<file path="src/rtl/inst_fetch_pkg.sv">
// Shared fetch-stage definitions: bus widths, reset level, NOP encoding, FSM states.
// The HOLD state only exists when FETCH_SKID_EN is defined.
package inst_fetch_pkg;

    localparam int          InstAddrBus = 32;
    localparam int          InstBus     = 32;
    localparam logic [31:0] ZeroWord    = 32'h0000_0000;
    localparam logic        RstEnable   = 1'b1;
    localparam logic [31:0] NopInst     = 32'h0000_0000;
    localparam logic [31:0] PcStep      = 32'd4;

    typedef enum logic [1:0] {
        IDLE = 2'b00,
        REQ  = 2'b01
`ifdef FETCH_SKID_EN
        ,HOLD = 2'b10
`endif
    } fetch_state_e;

    function automatic logic [InstAddrBus-1:0] wordAlign(input logic [InstAddrBus-1:0] addr);
        return {addr[InstAddrBus-1:2], 2'b00};
    endfunction

endpackage

</file>
<file path="src/rtl/inst_fetch_skid.sv">
// One-entry skid buffer holding an instruction fetched while decode was stalled.
// Only instantiated when FETCH_SKID_EN is defined.
module fetch_skid_buf
    import inst_fetch_pkg::*;
(
    input  logic                   clk,
    input  logic                   rst,
    input  logic                   load_i,
    input  logic                   drain_i,
    input  logic                   clear_i,
    input  logic [InstAddrBus-1:0] pc_i,
    input  logic [InstBus-1:0]     inst_i,
    output logic                   valid_o,
    output logic [InstAddrBus-1:0] pc_o,
    output logic [InstBus-1:0]     inst_o
);

    logic                   valid_q;
    logic [InstAddrBus-1:0] pc_q;
    logic [InstBus-1:0]     inst_q;

    always_ff @(posedge clk) begin
        if (rst == RstEnable) begin
            valid_q <= 1'b0;
            pc_q    <= ZeroWord;
            inst_q  <= NopInst;
        end else if (clear_i || drain_i) begin
            valid_q <= 1'b0;
        end else if (load_i) begin
            valid_q <= 1'b1;
            pc_q    <= pc_i;
            inst_q  <= inst_i;
        end
    end

    assign valid_o = valid_q;
    assign pc_o    = pc_q;
    assign inst_o  = inst_q;

endmodule

</file>
<file path="src/rtl/inst_fetch.sv">
// Instruction fetch stage: issues word reads to imem and presents pc/instruction to decode.
// Define FETCH_SKID_EN to keep fetching through a stall with a one-entry skid buffer.
module inst_fetch
    import inst_fetch_pkg::*;
#(
    parameter logic [31:0] RESET_PC = 32'h0000_0000
) (
    input  logic                   clk,
    input  logic                   rst,
    input  logic                   stall_i,
    input  logic                   flush_i,
    input  logic [InstAddrBus-1:0] new_pc_i,
    output logic                   imem_req_o,
    output logic [InstAddrBus-1:0] imem_addr_o,
    input  logic                   imem_ack_i,
    input  logic [InstBus-1:0]     imem_data_i,
    output logic [InstAddrBus-1:0] pc_o,
    output logic [InstBus-1:0]     inst_o
);

    localparam logic [InstAddrBus-1:0] ResetPcAligned = {RESET_PC[InstAddrBus-1:2], 2'b00};

    fetch_state_e           state_q, state_d;
    logic [InstAddrBus-1:0] fetchPc_q, fetchPc_d;
    logic [InstAddrBus-1:0] pc_q, pc_d;
    logic [InstBus-1:0]     inst_q, inst_d;
    logic                   imemReq;

`ifdef FETCH_SKID_EN
    logic                   skidLoad, skidDrain, skidClear, skidValid;
    logic [InstAddrBus-1:0] skidPc;
    logic [InstBus-1:0]     skidInst;

    fetch_skid_buf u_skid (
        .clk     (clk),
        .rst     (rst),
        .load_i  (skidLoad),
        .drain_i (skidDrain),
        .clear_i (skidClear),
        .pc_i    (fetchPc_q),
        .inst_i  (imem_data_i),
        .valid_o (skidValid),
        .pc_o    (skidPc),
        .inst_o  (skidInst)
    );
`endif

    always_comb begin
        state_d   = state_q;
        fetchPc_d = fetchPc_q;
        pc_d      = pc_q;
        inst_d    = inst_q;
        imemReq   = 1'b0;
`ifdef FETCH_SKID_EN
        skidLoad  = 1'b0;
        skidDrain = 1'b0;
        skidClear = 1'b0;
`endif
        case (state_q)
            IDLE: begin
                state_d = REQ;
                if (!stall_i) inst_d = NopInst;
            end
            REQ: begin
`ifdef FETCH_SKID_EN
                imemReq = 1'b1;
`else
                imemReq = !stall_i;
`endif
                if (!stall_i) begin
                    if (imem_ack_i) begin
                        pc_d      = fetchPc_q;
                        inst_d    = imem_data_i;
                        fetchPc_d = fetchPc_q + PcStep;
                    end else begin
                        inst_d = NopInst;
                    end
                end
`ifdef FETCH_SKID_EN
                else if (imem_ack_i) begin
                    skidLoad  = 1'b1;
                    fetchPc_d = fetchPc_q + PcStep;
                    state_d   = HOLD;
                end
`endif
            end
`ifdef FETCH_SKID_EN
            HOLD: begin
                if (!stall_i) begin
                    state_d = REQ;
                    if (skidValid) begin
                        pc_d      = skidPc;
                        inst_d    = skidInst;
                        skidDrain = 1'b1;
                    end else begin
                        inst_d = NopInst;
                    end
                end
            end
`endif
            default: state_d = IDLE;
        endcase

        // A redirect overrides any same-cycle ack, stall or skid activity.
        if (flush_i) begin
            fetchPc_d = wordAlign(new_pc_i);
            pc_d      = pc_q;
            inst_d    = NopInst;
            state_d   = REQ;
`ifdef FETCH_SKID_EN
            skidLoad  = 1'b0;
            skidDrain = 1'b0;
            skidClear = 1'b1;
`endif
        end
    end

    always_ff @(posedge clk) begin
        if (rst == RstEnable) begin
            state_q   <= IDLE;
            fetchPc_q <= ResetPcAligned;
            pc_q      <= ZeroWord;
            inst_q    <= NopInst;
        end else begin
            state_q   <= state_d;
            fetchPc_q <= fetchPc_d;
            pc_q      <= pc_d;
            inst_q    <= inst_d;
        end
    end

    assign imem_req_o  = imemReq;
    assign imem_addr_o = fetchPc_q;
    assign pc_o        = pc_q;
    assign inst_o      = inst_q;

endmodule

</file>
<file path="config.mk">
export PLATFORM = sky130hd
export DESIGN_NAME = inst_fetch
export DESIGN_NICKNAME = d
export VERILOG_FILES = /design/src/rtl/inst_fetch_pkg.sv /design/src/rtl/inst_fetch_skid.sv /design/src/rtl/inst_fetch.sv
export SDC_FILE = /design/constraint.sdc
export NUM_CORES = 1
export LEC_CHECK = 0
export ABC_CLOCK_PERIOD_IN_PS = 4100
export CAP_MARGIN = 10
export CORE_MARGIN = 10
export CORE_UTILIZATION = 43
export DETAILED_ROUTE_END_ITERATION = 10
export GPL_TIMING_DRIVEN = 0
export HOLD_SLACK_MARGIN = 0.02
export PLACE_DENSITY = 0.88
export SYNTH_ARGS = -nofsm -noshare
export SYNTH_HDL_FRONTEND = slang
export SYNTH_HIERARCHICAL = 1
export SYNTH_SLANG_ARGS = --single-unit
export TNS_END_PERCENT = 5
</file>
<file path="constraint.sdc">
create_clock -name clk -period 4.1 [get_ports clk]
set_input_delay 0.82 -clock clk [delete_from_list [all_inputs] [get_ports clk]]
set_output_delay 0.82 -clock clk [all_outputs]
set_load 0.02 [all_outputs]
</file>
==> results of run 1 <==
## final cells by class
| cell class | count | area, um2 | area share |
|---|---|---|---|
| multi-input combinational | 334 | 1890 | 0.322 |
| sequential | 93 | 1860 | 0.316 |
| timing repair buffer | 157 | 1570 | 0.267 |
| buffer | 43 | 193 | 0.0327 |
| clock buffer | 13 | 159 | 0.0270 |
| tap | 108 | 135 | 0.0230 |
| clock inverter | 3 | 43.8 | 0.00744 |
| inverter | 7 | 26.3 | 0.00447 |
## logic make-up (layout without fill, tap and decap cells)
kind of cell             Yosys count  count (layout)  share of synthesized area
AO/OA/AOI/OAI                    114             114                      0.202
adder cells (fa/ha/maj)            1               1                    0.00316
XOR/XNOR                          10              10                     0.0221
buffers and inverters             50             223                     0.0552
AND/OR/NAND/NOR                  205             205                      0.247
other                              1               4                   0.000946
flip-flops                        93              93                      0.470
## cells in the mapped netlist, types with 2 or more instances
cell type	n	share of area
nor3b_1	2	0.0038
or3_1	4	0.0063
buf_1	3	0.0028
or4_1	9	0.017
a311oi_1	13	0.029
inv_1	6	0.0057
a2111oi_0	3	0.0066
and3_1	6	0.0095
nor4_1	8	0.013
o311a_1	2	0.0051
a21oi_1	31	0.039
a211oi_1	9	0.017
nor2_1	56	0.053
clkbuf_1	33	0.031
buf_4	4	0.0076
xnor2_1	6	0.013
and4_1	3	0.0066
buf_6	2	0.0057
dfxtp_1	93	0.47
o211a_1	2	0.0051
o21ai_0	5	0.0063
a31oi_1	2	0.0032
nor3_1	5	0.0063
nand3_1	12	0.015
or2_2	2	0.0032
nand2_1	77	0.073
xor2_1	4	0.0088
nand4_1	9	0.014
and2_1	2	0.0032
o31ai_1	8	0.015
nor2b_1	3	0.0047
a22oi_1	32	0.061
## registers in the layout, indices dropped and copies added (netlist names)
register / cells
inst_o: 32
pc_o: 30
imem_addr_o: 30
state_q: 1
## worst reg2reg max path: stages (launching register included)
cell and delay [ns]:
dfxtp_1 0.47, nand3_2 0.25, nor4_1 1.02, a311oi_1 0.21, a2111oi_0 0.41
## where the power goes
| part | switching (mW) | total [mW] | internal (mW) |
|---|---|---|---|
| Clock | 0.319 | 0.636 | 0.317 |
| Combinational | 0.139 | 0.282 | 0.143 |
| Sequential | 0.0402 | 0.972 | 0.931 |
| Total | 0.498 | 1.89 | 1.39 |
## metal layers
layer | global-route usage | vias to the layer above | share of wire | wire, um
met3 | 0.109 | 14 | 0.14 | 1970
met4 | 0.0642 | 0 | 0.010 | 145
met5 | 0 | - | 0 | 0
met2 | 0.335 | 227 | 0.48 | 6660
li1 | - | 2038 | - | -
met1 | 0.211 | 2006 | 0.37 | 5100
## worst max path at each step
stage / start / endpoint / depth (start not counted)
6_report: imem_ack_i / imem_addr_o[25] / 5
3_3_place_gp: imem_ack_i / imem_addr_o[25] / 5
2_1_floorplan: stall_i / imem_addr_o[21] / 5
3_5_place_dp: imem_ack_i / imem_addr_o[25] / 5
5_1_grt: imem_ack_i / imem_addr_o[11] / 5
4_1_cts: imem_ack_i / imem_addr_o[25] / 5
## through the flow
step / hold slack, ns / utilization / power, mW / cells
CTS: 0.458 / 0.665 / 1.89 / 758
floorplan: 0.535 / - / 1.11 / 477
global placement: 0.442 / 0.642 / 1.27 / 742
detailed placement: 0.445 / 0.642 / 1.27 / 742
finish: 0.457 / 0.665 / 1.89 / 758
global route: 0.476 / 0.665 / 1.96 / 758
==> metrics.txt, run 1 <==
average routed wire per standard cell=~18 um; Slew headroom=0.225; CTS tree=built; hold_buf cts=0; initial detailed-routing violation count=294; reg2reg start=imem_addr_o[4]; syn avg cell area=8.36 um2; cell area power density=321 nW/um2; initial core utilization=0.448; max-slew violations=0; worst setup margin=1.16 ns; Gate Count Post-Synth=between 400 and 500; antenna cells=0; die width=116 um; Chip Height=~120 um; FF+latch count, synth=93; RR Endpoint=imem_addr_o[25]; crit path max-delay cell type=nor4_1; Final Setup Violations=0; reg2reg path depth=4; GRT overflow=0; Final Instance Area=slightly below 6000 um2; Global Route Usage Sum=0.200; First-pass DRT Iterations=8; TritonCTS Buffers=9; worst path buffer plus inverter count=1; hold path endpoint=pc_o[3]; register clock-pin slew on the reported worst setup and hold paths=about 0.090 ns; pre-CTS WS=between 0.8 and 0.9 ns; # H-tree levels=3; global-route wire length before repair=between 20000 and 25000 um; leakage=a little under 2 nW; Filler cells=707; number of remaining DRC errors=1; peak supply drop=~0.2 mV; most common cell after layout, fill and taps aside=clkdlybuf4s50_1; initial antenna violation count=0; Via density=5.65; CTS Buffer Depth=2; setup TNS=0 ns; most frequent cells in the layout=157 x clkdlybuf4s50_1, 93 x dfxtp_1, 77 x nand2_1; final hold violations=0; DP HPWL=about 11000 um; number of global-route vias before repair=about 4200; die area=~13000 um2; CTS Root Cell=clkbuf_8; Crit path required time=about 4.3 ns; outcome=complete, but fails checks; Skew-Pair Late Insertion Delay=roughly 0.36 ns; synth warn=6; Worst-Margin Slew=1.15 ns; Hold Path Stages=2; CP arrival=between 3 and 4 ns; RePlAce Congestion=a little over 0.9; cell family with most CP delay=simple AND/OR/NAND/NOR gates; routed via count=between 4000 and 5000; period utilization=0.717; Final nets=between 700 and 800; I/O Buffers=157; asr flop ratio synth=0; CP startpoint kind=input pin; unrepaired setup endpoints after global routing=false; maximum capacitance violations=0; setup bufs post-CTS=0; skew final=~0.013 ns; Mapped Area=about 4000 um2; worst min path class=reg -> reg; failing checks=design-rule violations; Core ar.=just under 9000 um2; Yosys cell types=50; pin count of the biggest net entering global routing=15; layout cells sized above 1=0.0400; CP Capture Type=flip-flop; Synth-to-Final Area Change=48.5%; Main synth FF type=dfxtp_1; Post-synth EDFFs=0; DP Area=between 5000 and 6000 um2; Final Critical Period=2.94 ns; total wire length=13900 um; post-route ant nets=0; Crit path largest cell delay=roughly 1 ns; sequential share of the synthesized area=0.470; clock sinks=93; maximum clock rate=between 0.3 and 0.4 GHz; worst-path cell chain=clkdlybuf4s50_1 -> nand3b_4 -> nor4_1 -> a311oi_1 -> a2111oi_0; critical path class=in -> reg; I/O pins=166; Hold Startpoint=pc_o[3]; row cnt=34; worst-path fanout max=10; post_cts resized=0; reg2reg setup slack=about 1.6 ns
Power figures use the tool's default switching activity.
==> run 2: changes to the inputs <==
Settings changed: ABC_CLOCK_PERIOD_IN_PS 4100 to 2500, CORE_UTILIZATION 43 to 39, PLACE_DENSITY 0.88 to 0.84.
Clock period 4.1 ns to 2.5 ns, I/O delays scaled along.
==> metrics.txt, run 2 (synthesis results as in run 1) <==
Worst-Margin Slew=0.707 ns (was 1.15 ns); Slew headroom=0.525 (was 0.225); reg2reg setup slack=0.09 ns (was 1.63 ns); I/O Buffers=157 (unchanged); met2 WL post-DR=6670 um (was 6660 um); initial antenna violation count=0 (unchanged); critical path class=reg -> reg (was in -> reg); Core ar.=9820 um2 (was 8850 um2); reg2reg path depth=6 (was 4); WHS=0.437 ns (was 0.457 ns); DR top layer=met4 (unchanged); Finished Core Util=0.599 (was 0.665); post-route ant nets=0 (unchanged); Final Critical Period=2.41 ns; Via density=5.38 (was 5.65); # H-tree levels=3 (unchanged); CTS Root Cell=clkbuf_8 (unchanged); global-route wire length before repair=22300 um (was 21600 um); outcome=finished clean (was complete, but fails checks); hold path endpoint=inst_o[31] (was pc_o[3]); GRT overflow=0 (unchanged); pin count of the biggest net entering global routing=16 (was 15); final hold violations=0 (unchanged); worst min path class=in -> reg (was reg -> reg); Crit path required time=2.76 ns (was 4.33 ns); total wire length=14100 um (was 13900 um); Global Route Usage Sum=0.187 (was 0.200); Chip Height=121 um (was 116 um); Synth-to-Final Area Change=48.4% (was 48.5%); I/O pins=166 (unchanged); leakage=1.95 nW (was 1.97 nW); CP Capture Type=flip-flop (unchanged); M1 WL=5430 um (was 5100 um); worst path buffer plus inverter count=1 (unchanged); unrepaired setup endpoints after global routing=false (unchanged); placed insts=767 (was 742); worst-path cell chain=ha_1 -> nand4_1 -> or3_1 -> clkbuf_1 -> o31a_1 -> o311a_1 (was clkdlybuf4s50_1 -> nand3b_4 -> nor4_1 -> a311oi_1 -> a2111oi_0); antenna cells=0 (unchanged); CTS Buffer Depth=2 (unchanged); CTS tree=built (unchanged); reg2reg start=imem_addr_o[2] (was imem_addr_o[4]); skew final=0.0114 ns (was 0.0129 ns); number of remaining DRC errors=0 (was 1); most common cell after layout, fill and taps aside=clkdlybuf4s50_1 (unchanged); CP startpoint kind=flip-flop (was input pin); Crit path largest cell delay=0.47 ns (was 1.01 ns); number of global-route vias before repair=4358 (was 4221); pre-CTS WS=-0.476 ns (was 0.827 ns); initial detailed-routing violation count=278 (was 294); RePlAce Congestion=0.879 (was 0.920); Largest register FFs=32 (unchanged); most frequent cells in the layout=157 x clkdlybuf4s50_1, 93 x dfxtp_1, 77 x nand2_1 (unchanged); layout cells sized above 1=0.0431 (was 0.0400); Hold Startpoint=stall_i (was pc_o[3]); CP arrival=2.67 ns (was 3.17 ns); Final Setup Violations=0 (unchanged); initial core utilization=0.404 (was 0.448); routed via count=4208 (was 4285); metal3 WL=1780 um (was 1970 um); Final nets=715 (unchanged); cell area power density=504 nW/um2 (was 321 nW/um2); row cnt=36 (was 34); worst-path fanout max=10 (unchanged); cell family with most CP delay=simple AND/OR/NAND/NOR gates (unchanged); max-slew violations=0 (unchanged); First-pass DRT Iterations=5 (was 8); clock sinks=93 (unchanged); TritonCTS Buffers=9 (unchanged); period utilization=0.962; register clock-pin slew on the reported worst setup and hold paths=0.09 ns (about the same); peak supply drop=0.307 mV (was 0.200 mV); maximum capacitance violations=0 (unchanged); DP HPWL=10800 um (about the same); maximum clock rate=about 0.42 GHz; worst setup margin=0.0938 ns (was 1.16 ns); Hold Path Stages=3 (was 2); RR Endpoint=imem_addr_o[16] (was imem_addr_o[25]); average routed wire per standard cell=18.0 um (was 18.3 um); Skew-Pair Late Insertion Delay=0.37 ns (was 0.36 ns); die width=121 um (was 116 um); DP Area=5710 um2 (was 5680 um2); Final Instance Area=5880 um2 (about the same); crit path max-delay cell type=dfxtp_1 (was nor4_1); die area=14600 um2 (was 13500 um2); Post-Layout Cell Count=782 (was 758)
==> run 2: cell type report <==
cell class / count / area (um2)
Fill cell: 916 / 3940
Multi-Input combinational cell: 334 / 1900
Sequential cell: 93 / 1860
Timing Repair Buffer: 157 / 1570
Buffer: 43 / 193
Tap cell: 133 / 166
Clock buffer: 9 / 124
Clock inverter: 6 / 38.8
Inverter: 7 / 26.3
==> run 2: what timing repair did <==
item	4_1_cts	5_1_grt
hold buffers	0	0
resized for setup	1	0
setup buffers	0	0
setup endpoints to repair	3	0
==> run 2: tightest hold or removal path, cell delays in order <==
cell,delay (ns)
buf_6,0.11
a22oi_1,0.09
nor2_1,0.08
==> run 2: routing by layer <==
layer,vias to the layer above,global-route usage
met2,184,0.309
li1,2036,-
met5,-,0
met4,0,0.0528
met1,1974,0.203
met3,14,0.104
==> run 2: metrics by stage <==
| step | power [mW] | setup TNS [ns] |
|---|---|---|
| floorplan | 1.82 | 0 |
| global placement | 2.08 | -2.95 |
| detailed placement | 2.09 | -5.11 |
| CTS | 2.98 | 0 |
| global route | 3.07 | 0 |
| finish | 2.96 | 0 |
==> run 2: how the worst max path moves through the flow <==
stage / from / endpoint / slack (ns) / depth (start not counted)
after floorplan: stall_i / imem_addr_o[21] / 0.31 / 5
after global placement: imem_ack_i / imem_addr_o[25] / -0.37 / 5
after detailed placement: imem_ack_i / imem_addr_o[11] / -0.48 / 5
after CTS: imem_ack_i / imem_addr_o[27] / 0.14 / 5
after global routing: imem_addr_o[2] / imem_addr_o[16] / 0.002 / 6
final: imem_addr_o[2] / imem_addr_o[16] / 0.09 / 6
==> run 2: power breakdown <==
group	switching, mW	leakage (nW)	internal, mW
logic	0.229	1.11	0.234
registers	0.0664	0.758	1.53
clock network	0.551	0.0813	0.354
==> run 3: changes to the inputs <==
Settings changed: CORE_UTILIZATION 39 to 40, CTS_BUF_LIST set to sky130_fd_sc_hd__clkbuf_8, PLACE_DENSITY 0.84 to 0.86.
==> metrics.txt, run 3 (synthesis results as in run 1) <==
outcome=finished clean (unchanged); critical path class=in -> reg (was reg -> reg); total wire length=13700 um (was 14100 um); Final Critical Period=2.41 ns (about the same); Crit path required time=2.77 ns (was 2.76 ns); worst min path class=in -> reg (unchanged); crit path max-delay cell type=or4_4 (was dfxtp_1); Finished Core Util=0.608 (was 0.599); peak supply drop=0.334 mV (was 0.307 mV); GRT overflow=0 (unchanged); Hold Path Stages=3 (unchanged); I/O Buffers=157 (unchanged); skew final=0.0152 ns (was 0.0114 ns); worst setup margin=0.0924 ns (was 0.0938 ns); TritonCTS Buffers=9 (unchanged); First-pass DRT Iterations=6 (was 5); setup bufs post-CTS=0 (unchanged); hold_buf cts=0 (unchanged); CP arrival=2.68 ns (was 2.67 ns); Power, Total=3.09 mW (was 2.96 mW); die width=120 um (was 121 um); CTS Buffer Depth=2 (unchanged); max-slew violations=0 (unchanged); number of global-route vias before repair=4269 (was 4358); pre-CTS WS=-0.430 ns (was -0.476 ns); maximum clock rate=0.415 GHz (was 0.416 GHz); die area=14300 um2 (was 14600 um2); average routed wire per standard cell=17.5 um (was 18.0 um); Synth-to-Final Area Change=49.3% (was 48.4%); row cnt=36 (unchanged); CP Capture Type=flip-flop (unchanged); pin count of the biggest net entering global routing=16 (unchanged); post-route ant nets=0 (unchanged); maximum capacitance violations=0 (unchanged); Crit path largest cell delay=0.61 ns (was 0.47 ns); most common cell after layout, fill and taps aside=clkdlybuf4s50_1 (unchanged); cell area power density=523 nW/um2 (was 504 nW/um2); I/O pins=166 (unchanged); Final Setup Violations=0 (unchanged); initial core utilization=0.407 (was 0.404); most frequent cells in the layout=157 x clkdlybuf4s50_1, 93 x dfxtp_1, 77 x nand2_1 (unchanged); antenna cells=0 (unchanged); Skew-Pair Late Insertion Delay=0.38 ns (was 0.37 ns); global-route wire length before repair=22000 um (was 22300 um); register clock-pin slew on the reported worst setup and hold paths=0.09 ns (about the same); cell family with most CP delay=simple AND/OR/NAND/NOR gates (unchanged); CTS tree=built (unchanged); CTS Root Cell=clkbuf_8 (unchanged); Final nets=715 (unchanged); Core ar.=9730 um2 (was 9820 um2); worst-path cell chain=clkdlybuf4s50_1 -> nand3b_4 -> or4_4 -> or4_1 -> a311oi_1 (was ha_1 -> nand4_1 -> or3_1 -> clkbuf_1 -> o31a_1 -> o311a_1); post_cts resized=1 (unchanged); routed via count=4218 (was 4208); reg2reg setup slack=0.15 ns (was 0.09 ns); worst-path fanout max=10 (unchanged); worst path buffer plus inverter count=1 (unchanged); cell count along the critical path=5 (was 6); unrepaired setup endpoints after global routing=false (unchanged); GRT busiest layer=met2 (unchanged); Filler cells=852 (was 916); Via density=5.39 (was 5.38); Slew headroom=0.530 (was 0.525); initial detailed-routing violation count=249 (was 278); clock sinks=93 (unchanged); DP HPWL=10600 um (was 10800 um); reg2reg path depth=6 (unchanged); met3 Track Usage GR=0.0970 (was 0.104); RePlAce Congestion=0.865 (was 0.879); Largest register FFs=32 (unchanged); leakage=1.98 nW (was 1.95 nW); layout cells sized above 1=0.0415 (was 0.0431); # H-tree levels=3 (unchanged); Global Route Usage Sum=0.187 (about the same); final hold violations=0 (unchanged); Chip Height=120 um (was 121 um); GR Util met2=0.310 (was 0.309); Worst-Margin Slew=0.699 ns (was 0.707 ns); GRT met1 Usage=0.204 (was 0.203); CP startpoint kind=input pin (was flip-flop); initial antenna violation count=0 (unchanged); period utilization=0.963 (was 0.962); number of remaining DRC errors=0 (unchanged)
run 3: layout make-up:
class                           count  area [um2]  area share
Tap cell                          133         166      0.0281
Multi-Input combinational cell    334        1900       0.321
Sequential cell                    93        1860       0.315
Timing Repair Buffer              157        1570       0.265
Clock buffer                       10         138      0.0233
Buffer                             43         193      0.0326
Clock inverter                      6        62.6      0.0106
Inverter                            7        26.3     0.00444
run 3: worst min-delay path, cell delays in order:
cell,delay (ns)
buf_6,0.11
a22oi_1,0.08
nor2_1,0.08
run 3: routing by layer:
layer / share of wire / up-vias / wire, um
li1: - / 2036 / -
met1: 0.39 / 1963 / 5290
met2: 0.47 / 198 / 6460
met3: 0.13 / 21 / 1780
met4: 0.015 / 0 / 201
met5: 0 / - / 0
run 3: report_power, final:
group	internal [mW]	total, mW	switching (mW)
Combinational	0.234	0.462	0.228
Sequential	1.53	1.59	0.0659
Clock	0.488	1.04	0.550
Total	2.25	3.09	0.844
run 3: worst paths after layout:
check                               startpoint               to
worst min register to register        pc_o[16]         pc_o[16]
worst min-delay path                   stall_i       inst_o[30]
worst max-delay path                imem_ack_i  imem_addr_o[21]
worst max register to register  imem_addr_o[2]  imem_addr_o[16]
run 3: stage by stage:
stage / hold slack, ns / instance area, um2 / setup TNS (ns) / cells
floorplan: 0.535 / 3980 / 0 / 477
global placement: 0.442 / 5710 / -3.80 / 767
detailed placement: 0.451 / 5710 / -6.39 / 767
CTS: 0.414 / 5920 / 0 / 783
global route: 0.450 / 5920 / 0 / 783
finish: 0.429 / 5920 / 0 / 783
